<file path="src/rtl/lutram_test_pkg.sv">
// Shared definitions for the LUTRAM primitive tests: pattern codes, checker
// state encoding and the expected-data function used by writer and checker.
package lutram_test_pkg;

  localparam int PAT_ADDR0  = 0;
  localparam int PAT_NADDR0 = 1;
  localparam int PAT_ZERO   = 2;
  localparam int PAT_ONE    = 3;

  typedef enum logic [1:0] {
    ST_IDLE  = 2'd0,
    ST_CHECK = 2'd1,
    ST_DONE  = 2'd2
  } chk_state_e;

  // Only the address LSB matters for every defined pattern.
  function automatic logic expected_bit(input int pat, input logic addr_lsb);
    case (pat)
      PAT_ADDR0:  return addr_lsb;
      PAT_NADDR0: return ~addr_lsb;
      PAT_ZERO:   return 1'b0;
      default:    return 1'b1;
    endcase
  endfunction

endpackage

</file>
<file path="src/rtl/lutram_err_counter.sv">
// Saturating error counter with synchronous clear; holds at all-ones.
module lutram_err_counter
  import lutram_test_pkg::*;
#(
  parameter int W = 8
) (
  input  logic         clk_i,
  input  logic         rst_ni,
  input  logic         clr,
  input  logic         inc,
  output logic [W-1:0] count
);

  always_ff @(posedge clk_i or negedge rst_ni) begin
    if (!rst_ni)                      count <= '0;
    else if (clr)                     count <= '0;
    else if (inc && (count != '1))    count <= count + 1'b1;
  end

endmodule

</file>
<file path="config.mk">
export PLATFORM = sky130hd
export DESIGN_NAME = lutram_err_counter
export DESIGN_NICKNAME = d
export VERILOG_FILES = /design/src/rtl/lutram_test_pkg.sv /design/src/rtl/lutram_err_counter.sv
export SDC_FILE = /design/constraint.sdc
export NUM_CORES = 1
export LEC_CHECK = 0
export ABC_AREA = 1
export BUFFER_PORTS_ARGS = -buffer_cell sky130_fd_sc_hd__buf_2
export CAP_MARGIN = 25
export CORE_AREA = 2 2 39 41
export CTS_CLUSTER_DIAMETER = 120
export CTS_CLUSTER_SIZE = 20
export DETAILED_ROUTE_END_ITERATION = 12
export DIE_AREA = 0 0 41 43
export HOLD_SLACK_MARGIN = 0.06
export PLACE_DENSITY = 0.61
export RECOVER_POWER = 50
export SETUP_SLACK_MARGIN = 0.02
export SLEW_MARGIN = 20
export SYNTH_ARGS = -nofsm -noshare
export SYNTH_HDL_FRONTEND = slang
export SYNTH_SLANG_ARGS = --single-unit
</file>
<file path="constraint.sdc">
create_clock -name clk_i -period 3.6 [get_ports clk_i]
set_input_delay 0.54 -clock clk_i [delete_from_list [all_inputs] [get_ports clk_i]]
set_output_delay 0.54 -clock clk_i [all_outputs]
set_load 0.01 [all_outputs]
</file>
-- Yosys cells after proc, flatten, opt, wreduce, memory -nomap -nowiden
Cells that the tools add are included.
Widths: inputs -> output; s select.
- register bits: 8
- output and inout port bits: 8
- word-level logic and storage cells: 7
- add/subtract/negate cells: 1
- equality and inequality tests: 1
- mux-type cells: 2
- reduce and logical (&&, ||, !) cells: 2
- operators with widths (cell ; count):
    $mux 8 ; 2
    $add 8x1->8 const B ; 1
    $ne 8x8->1 const B ; 1
    $reduce_bool 2->1 ; 1
    $logic_and 1x1->1 ; 1

-- Logic depth before layout (Yosys ltp)
Gate-level depths: netlist of the first run.
- depth after elaboration: 4
- mapped depth: 9

-- Worst setup path after synthesis of the first run
OpenSTA, ideal clock, no wires.
- path type: reg2reg
- from: register count[0]
- to: register count[7]
- arrival time: 1.190 ns
- data required time: 3.487 ns
- setup slack: 2.297 ns
- cell stages (with the launch flop): 8
- buffers on the path: 0
- cells stage by stage: dfrtp_1 -> ha_1 -> nand2_2 -> nor2_2 -> a21oi_1 -> nand3_1 -> nand2_1 -> inv_1
- word-level cells in the longest chain between the ends: 3
- elaborated cells on any way between the ends: 6
- RTL lines (element ; line ; source):
    start: declaration ; lutram_err_counter.sv:11 ; output logic [W-1:0] count
    start signal: assignment ; lutram_err_counter.sv:17 ; else if (inc && (count != '1)) count <= count + 1'b1;
    $add 8x1->8 or $ne 8x8->1 (tied branches) ; lutram_err_counter.sv:17 ;
    $mux 8 or $logic_and 1x1->1 (tied branches) ; lutram_err_counter.sv:17 ;
    $mux 8 or $reduce_bool 2->1 (tied branches) ; -- ;
Several ways; a longest one is shown, not always the timed one. The select of a mux whose other input is x is not followed.
A chain may end at the register's enable or synchronous reset.

-- Final worst setup path of the first run
- from: register count[2]
- to: output port count[2]
No word-level cell between the ends.

==> results of run 1 <==
==> path summary, 6_finish.rpt <==
kind	start	end	cells past startpoint
max in group asynchronous	rst_ni	count[7]	1
min in group clk_i	count[6]	count[6]	2
worst min-delay path	rst_ni	count[0]	1
worst min register to register	count[6]	count[6]	2
worst max register to register	count[1]	count[7]	7
worst max-delay path	count[2]	count[2]	1
==> metal layers <==
metal,vias up,share of wire [%],GRT usage [%]
met4,0,2.4,10.0
met2,9,45,23.4
li1,261,-,-
met5,-,0,0
met3,4,2.9,1.57
met1,223,49,25.5
==> cells in the mapped netlist, drive strengths merged <==
library cell,instances
o21ai,1
nand3,9
clkinv,1
nor2,7
a21oi,5
nor3,2
o21bai,2
inv,10
nand2,28
dfrtp,8
ha,1
==> through the flow <==
| step | area [µm²] | hold WS (ns) | setup slack (ns) | cells | power [W] |
|---|---|---|---|---|---|
| 4_1_cts | 609 | 0.122 | 2.19 | 104 | 0.000200 |
| 5_1_grt | 602 | 0.236 | 2.10 | 104 | 0.000207 |
| 3_5_place_dp | 587 | 0.402 | 2.23 | 101 | 0.000128 |
| 2_1_floorplan | 512 | 0.244 | 2.30 | 74 | 0.000115 |
| 6_report | 602 | 0.198 | 2.19 | 104 | 0.000199 |
| 3_3_place_gp | 587 | 0.401 | 2.26 | 101 | 0.000128 |
==> where the power goes <==
group          internal (W)  switching [W]  total [W]
sequential        0.0000938     0.00000534  0.0000992
clock             0.0000385      0.0000349  0.0000733
combinational    0.00000938      0.0000168  0.0000262
total              0.000142      0.0000570   0.000199
==> layout make-up <==
type / instances / area [µm²]
timing repair buffer: 11 / 50.0
inverter: 11 / 46.3
tap: 16 / 20.0
clock buffer: 3 / 22.5
multi-input combinational: 55 / 263
sequential: 8 / 200
fill: 156 / 782
==> cells by family after synthesis <==
group / Yosys count
simple gates: 46
buf+inv: 11
compound gates: 8
flops: 8
fa+ha+maj: 1
==> out/qor.yml, run 1 <==
run_status: "complete, no violations"
synth_cell_types: 15
largest_reg_flops: 8
final_common_cell: "nand2_1"
dr.pass1.iters: 4
grt_pass1_wl_mm: 2.04
place_congestion: 0.800
most-common-layout-cells: "25 x nand2_1, 10 x inv_1, 9 x nand3_1"
die_h_um: 43
numCtsBuffers: 3
overflow: 0
synth_area_leaders: "dfrtp_1 39%, nand2_1 18%, nand3_1 8.8%"
yosys_warnings: 0
crit_type: "register to primary output"
cts_root_buffer: "clkbuf_4"
wl_per_cell_um: 11.4
relSlewSlack_pct: 68.7
worst_skew_pair.late_latency_ns: 0.26
p_per_area_mw_per_mm2: 330
end_kind: "primary output"
critical_path.max_fanout: 6
yosysTopAreaCell: "dfrtp_1"
antenna_found_initial: 0
clockBufferDepth: 2
cts_sinks: 8
drive_gt1_share_pct: 18.2
hold_class: "primary input to async pin"
setup_viol: 0
clk_pin_slew_worst_paths_ns: 0.06
grt_use_total_pct: 17.2
slowest_delay_ns: 0.44
cp.required_ns: 3.06
yosys.area_share.simple_pct: 39.9
dieWidth_um: 41
worstPathCellList: "buf_2"
synth_top_family_by_area: "simple AND/OR/NAND/NOR gates"
slew_viol_final: 0
vias: 497
vdd_drop_max_mv: 0.165
fmax_mhz: 709
reg_top3: "count x8"
cts_hold_buffers: 0
reg2reg_slack_ns: 2.20
postCtsSetupBuffers: 0
syn_nets: 79
cp_top_family: "flip-flops"
synth_seq_area_share_pct: 39.1
grt_pass1_vias: 460
dieArea_mm2: 0.00176
synth_xor_area_share_pct: 0
insertedDiodeCount: 0
synth_area_um2: 512
fin_util_pct: 43.5
regMostFlops: "count"
finalCritPeriodShare_pct: 39.2
syn_inst: 74
synthMuxAreaShare_pct: 0
initial_core_util_pct: 37.0
avgViaCountPerCell: 4.78
rsz0062_at_grt: "no"
rows: 14
fin_nets: 95
avgSynthCellArea_um2: 6.92
min_period_ns: 1.41
startpoint_type: "register"
max_cap_viol_count: 0
tightestPinTransition_ns: 0.470
cp_data_arrival_time_ns: 0.87
synth_top_area_share_pct: 39.1
ant_nets: 0
port_buffers: 11
power.leakage_nw: 0.313
cts_max_level: 1
synth_seq_cells: 8
boundaryPins: 12
synth_compound_area_share_pct: 9.54
grt_max_degree: 9
fp.coreArea_mm2: 0.00138
route.detailed.drc: 0
path_buf_inv: 1
drt-initial-drc-count: 10
cts_tree: "done"
cp_slowest_cell: "dfrtp_1"
dp_hpwl_um: 924
setup_tns_ns: 0
clock_skew_ns: 0.00550
syn_to_final_growth_pct: 17.6
ctsResizeCount: 0
synth_adder_area_share_pct: 2.44
wirelength_mm: 1.19
hold_viol: 0
Note: power is estimated with default switching activity, not from simulation.
==> inputs of run 2 (changes only) <==
==> constraint.sdc (replaced) <==
create_clock -name clk_i -period 1.35 [get_ports clk_i]
set_input_delay 0.2025 -clock clk_i [delete_from_list [all_inputs] [get_ports clk_i]]
set_output_delay 0.2025 -clock clk_i [all_outputs]
set_load 0.01 [all_outputs]
==> run 2 against run 1 <==
Worst setup slack got worse by 2.1 ns. Design area increased by 7.1%. Clock power increased to 2.6 times the previous value. Sequential cell count unchanged. Global-route usage decreased by 0.20 points. Clock skew about the same. Cell count increased by 3.8%. Non-clock buffer count increased by 4. Core utilization increased by 3.1 points. Total power increased to 2.7 times the previous value. Critical path depth increased by 8. Critical endpoint is now count[6]. Largest cell class unchanged. Largest power group unchanged.
==> out/qor.yml, run 2 (same netlist as run 1, synthesis figures left out) <==
wirelength_mm: 1.25
hold_depth: 3
rsz0062_at_grt: "no"
dieWidth_um: 41
fp.coreArea_mm2: 0.00138
layout_setup_ws_ns: 0.112
hold_class: "primary input to register"
drt-initial-drc-count: 19
vias: 533
critical_path.max_fanout: 6
worst_skew_pair.late_latency_ns: 0.26
dieArea_mm2: 0.00176
grt_use_total_pct: 17.0
postCtsSetupBuffers: 0
reg_top3: "count x8"
cts_tree: "done"
fin_nets: 99
wl_per_cell_um: 11.6
grt_pass1_wl_mm: 1.98
end_kind: "register"
p_per_area_mw_per_mm2: 833
startpoint: "count[0]"
crit_type: "register to register"
numCtsBuffers: 3
place_congestion: 0.782
fin_hold_ws_ns: 0.256
run_status: "complete, no violations"
hold_path_end: "count[5]"
fmax_mhz: 808
die_h_um: 43
ant_nets: 0
setup_tns_ns: 0
hold_viol: 0
rows: 14
insertedDiodeCount: 0
port_buffers: 11
worstRegToRegCells: 9
clockBufferDepth: 2
regArea_um2: 200
r2r_end: "count[6]"
cp_data_arrival_time_ns: 1.39
antenna_found_initial: 0
nFillCells: 146
cts_max_level: 1
min_from: "inc"
boundaryPins: 12
finalCritPeriodShare_pct: 91.7
fin_util_pct: 46.6
dr.pass1.iters: 4
min_period_ns: 1.24
initial_core_util_pct: 37.0
reg2reg_slack_ns: 0.11
most-common-layout-cells: "25 x nand2_1, 10 x inv_1, 9 x nand3_1"
finalNonFillerCells: 108
overflow: 0
cp.required_ns: 1.50
vdd_drop_max_mv: 0.481
syn_to_final_growth_pct: 25.9
final_common_cell: "nand2_1"
power.leakage_nw: 0.324
rr_startpoint: "count[0]"
setup_viol: 0
largest_reg_flops: 8
cts_root_buffer: "clkbuf_4"
grt_max_degree: 9
pre_cts_slack_ns: 0.0328
slew_viol_final: 0
startpoint_type: "register"
route.detailed.drc: 0
multi_input_area_um2: 274
avgViaCountPerCell: 4.94
max_cap_viol_count: 0
cts_sinks: 8
relSlewSlack_pct: 69.7
dp_hpwl_um: 927
post-place-cells: 104
grt_pass1_vias: 469
regMostFlops: "count"
drive_gt1_share_pct: 23.9
clock_skew_ns: 0.00505
clk_pin_slew_worst_paths_ns: 0.06
tightestPinTransition_ns: 0.455
run 2: worst max-delay path, cell delays in order (launching register included):
cell and delay, ns:
dfrtp_1 0.38, ha_2 0.19, nand2_2 0.08, nor2_2 0.05, nand2_1 0.08, nand2_2 0.06, nand2_4 0.10, clkinv_4 0.08
nand2_1 0.06, nand2_1 0.05
run 2: worst max-delay path by stage:
stage	to	cells after the start	slack [ns]
finish	count[6]	9	0.11
global placement	count[7]	7	0.08
floorplan	count[7]	7	0.05
detailed placement	count[7]	7	0.03
CTS	count[7]	7	0.03
global route	count[3]	9	0.02
run 2: final cells by class:
| class | instances | area share [%] |
|---|---|---|
| clock buffer | 3 | 3.50 |
| tap | 16 | 3.11 |
| inverter | 11 | 7.18 |
| multi-input combinational | 55 | 42.5 |
| sequential | 8 | 31.1 |
| timing repair buffer | 15 | 12.6 |
run 2: report_power, final:
part	leakage (nW)	switching (W)	total, W	internal, W
registers	0.108	0.0000118	0.000262	0.000250
clock network	0.0138	0.0000900	0.000192	0.000102
logic	0.202	0.0000493	0.0000827	0.0000334
run 2: through the flow:
stage                     total power, W  cell area, µm²
after floorplan                 0.000307             512
after global placement          0.000346             609
after detailed placement        0.000347             609
after CTS                       0.000540             642
after global routing            0.000565             644
final                           0.000537             644
run 2: what timing repair did:
item	CTS	global route
hold endpoints to repair	8	0
setup endpoints to repair	0	7
gates resized for setup	0	3
hold buffers	1	0
run 2: per-layer routing:
layer	wire length, µm	global-route usage [%]	part of all wire [%]
met3	34	3.14	2.7
met4	8	10.0	0.64
met2	657	24.4	52
met5	0	0	0
met1	552	22.8	44
==> inputs of run 3 (changes only) <==
--- a/config.mk
+++ b/config.mk
@@ -8,11 +8,11 @@
 export ABC_AREA = 1
 export BUFFER_PORTS_ARGS = -buffer_cell sky130_fd_sc_hd__buf_2
 export CAP_MARGIN = 25
-export CORE_AREA = 2 2 39 41
+export CORE_AREA = 5 5 42 44
 export CTS_CLUSTER_DIAMETER = 120
 export CTS_CLUSTER_SIZE = 20
 export DETAILED_ROUTE_END_ITERATION = 12
-export DIE_AREA = 0 0 41 43
+export DIE_AREA = 0 0 47 49
 export HOLD_SLACK_MARGIN = 0.06
 export PLACE_DENSITY = 0.61
 export RECOVER_POWER = 50
==> run 3 against run 2 <==
Total power shrank 1.4%. Non-clock buffer count is the same. Wire length shrank 2.2%. Sequential share of layout area is the same. Cell count is the same. Register-to-register slack is essentially flat. Worst setup slack lost 0.0022 ns.
==> out/qor.yml, run 3 (same netlist as run 1, synthesis figures left out) <==
run_status: "complete, no violations"
worstPathCellList: "ha_2, nand2_2, nor2_2, nand2_1, nand2_2, nand2_4, clkinv_4, nand2_1, nand2_1"
fin_nets: 99
syn_to_final_growth_pct: 25.9
regMostFlops: "count"
p_switching_w: 0.000143
dp_hpwl_um: 926
final_area_um2: 644
worst_skew_pair.late_latency_ns: 0.25
antenna_found_initial: 0
crit_type: "register to register"
grt_pass1_wl_mm: 2.01
hold_viol: 0
fmax_mhz: 807
startpoint: "count[0]"
slew_viol_final: 0
clk_pin_slew_worst_paths_ns: 0.05
boundaryPins: 12
cp_top_family: "simple AND/OR/NAND/NOR gates"
hold_class: "primary input to register"
die_h_um: 49
p_int_w: 0.000386
final_common_cell: "nand2_1"
wirelength_mm: 1.23
grt_pass1_vias: 477
rr_startpoint: "count[0]"
dr.pass1.iters: 4
port_buffers: 11
vdd_drop_max_mv: 0.588
place_congestion: 0.817
route.detailed.drc: 0
regArea_um2: 200
most-common-layout-cells: "25 x nand2_1, 10 x inv_1, 9 x nand3_1"
max_cap_viol_count: 0
slowest_delay_ns: 0.38
relSlewSlack_pct: 67.5
clock_skew_ns: 0.00129
p_per_area_mw_per_mm2: 822
cts_root_buffer: "clkbuf_4"
critical_path.max_fanout: 6
cts_max_level: 1
cp_slowest_cell: "dfrtp_1"
fp.coreArea_mm2: 0.00140
rsz0062_at_grt: "no"
pre_cts_slack_ns: 0.0512
initial_core_util_pct: 36.5
avgViaCountPerCell: 4.88
reg_top3: "count x8"
cp_common_cell: "nand2_1"
grt_max_degree: 9
layout_setup_ws_ns: 0.110
cts_tree: "done"
cts_sinks: 8
dieWidth_um: 47
overflow: 0
tightestPinTransition_ns: 0.487
swShare_pct: 27.1
multi_input_area_um2: 274
drt-initial-drc-count: 11
power.leakage_nw: 0.324
numCtsBuffers: 3
largest_reg_flops: 8
dieArea_mm2: 0.00230
placed_area_um2: 609
path_buf_inv: 1
finalCritPeriodShare_pct: 91.8
combPwrFrac_pct: 15.8
clockBufferDepth: 2
end_kind: "register"
vias: 527
setup_tns_ns: 0
drive_gt1_share_pct: 23.9
cp_data_arrival_time_ns: 1.38
grt_use_total_pct: 12.1
seq_power_share_pct: 49.4
setup_viol: 0
nFillCells: 154
min_period_ns: 1.24
min_from: "inc"
insertedDiodeCount: 0
wl_per_cell_um: 11.3
startpoint_type: "register"
rows: 14
power.share.clock_pct: 34.8
cp.required_ns: 1.49
ant_nets: 0
p_total_w: 0.000529
[run 3: cell counts in the layout (fill, tap and decap cells not counted)]
No cell type changed its count.
[run 3: final timing paths]
check                            to  slack (ns)  cells after the start
min                        count[5]        0.26                      3
min in group asynchronous  count[4]        0.42                      2
min reg2reg                count[6]        0.54                      2
max reg2reg                count[3]        0.11                      9
max                        count[3]        0.11                      9
max in group asynchronous  count[0]        0.60                      2
[run 3: final cells by class]
class	instances	area share [%]
repair buffers	15	12.6
well taps	16	3.11
flip-flops and latches	8	31.1
inverters	11	7.18
multi-input cells	55	42.5
clock buffers	3	3.50
[run 3: power groups by stage]
stage | registers [W] | clock network [W] | logic (W)
after CTS | 0.000261 | 0.000191 | 0.0000840
after global routing | 0.000263 | 0.000209 | 0.0000942
final | 0.000262 | 0.000184 | 0.0000835
after detailed placement | 0.000266 | 0 | 0.0000815
after floorplan | 0.000271 | 0 | 0.0000359
after global placement | 0.000265 | 0 | 0.0000817
[run 3: worst reg2reg max path: stages (launching register included)]
cell,delay (ns)
dfrtp_1,0.38
ha_2,0.19
nand2_2,0.08
nor2_2,0.05
nand2_1,0.08
nand2_2,0.06
nand2_4,0.10
clkinv_4,0.08
nand2_1,0.06
nand2_1,0.05
[run 3: per-stage QoR]
stage / cells / util (%) / hold WS, ns
2_1_floorplan: 74 / - / -0.0931
3_3_place_gp: 104 / 43.5 / 0.0585
3_5_place_dp: 104 / 43.5 / 0.0663
4_1_cts: 108 / 45.8 / 0.260
5_1_grt: 108 / 46.0 / 0.282
6_report: 108 / 46.0 / 0.264
[run 3: repair_timing]
item,CTS,global route
setup endpoints to repair,0,6
gates resized for setup,0,3
hold buffers,1,0
buffers inserted,0,0
hold endpoints to repair,8,0
[run 3: layer usage]
metal	track usage, %	up-vias	wire length (µm)
met2	16.5	12	592
met5	0	-	0
li1	-	270	-
met4	6.91	0	36
met1	17.1	240	535
met3	2.21	5	62
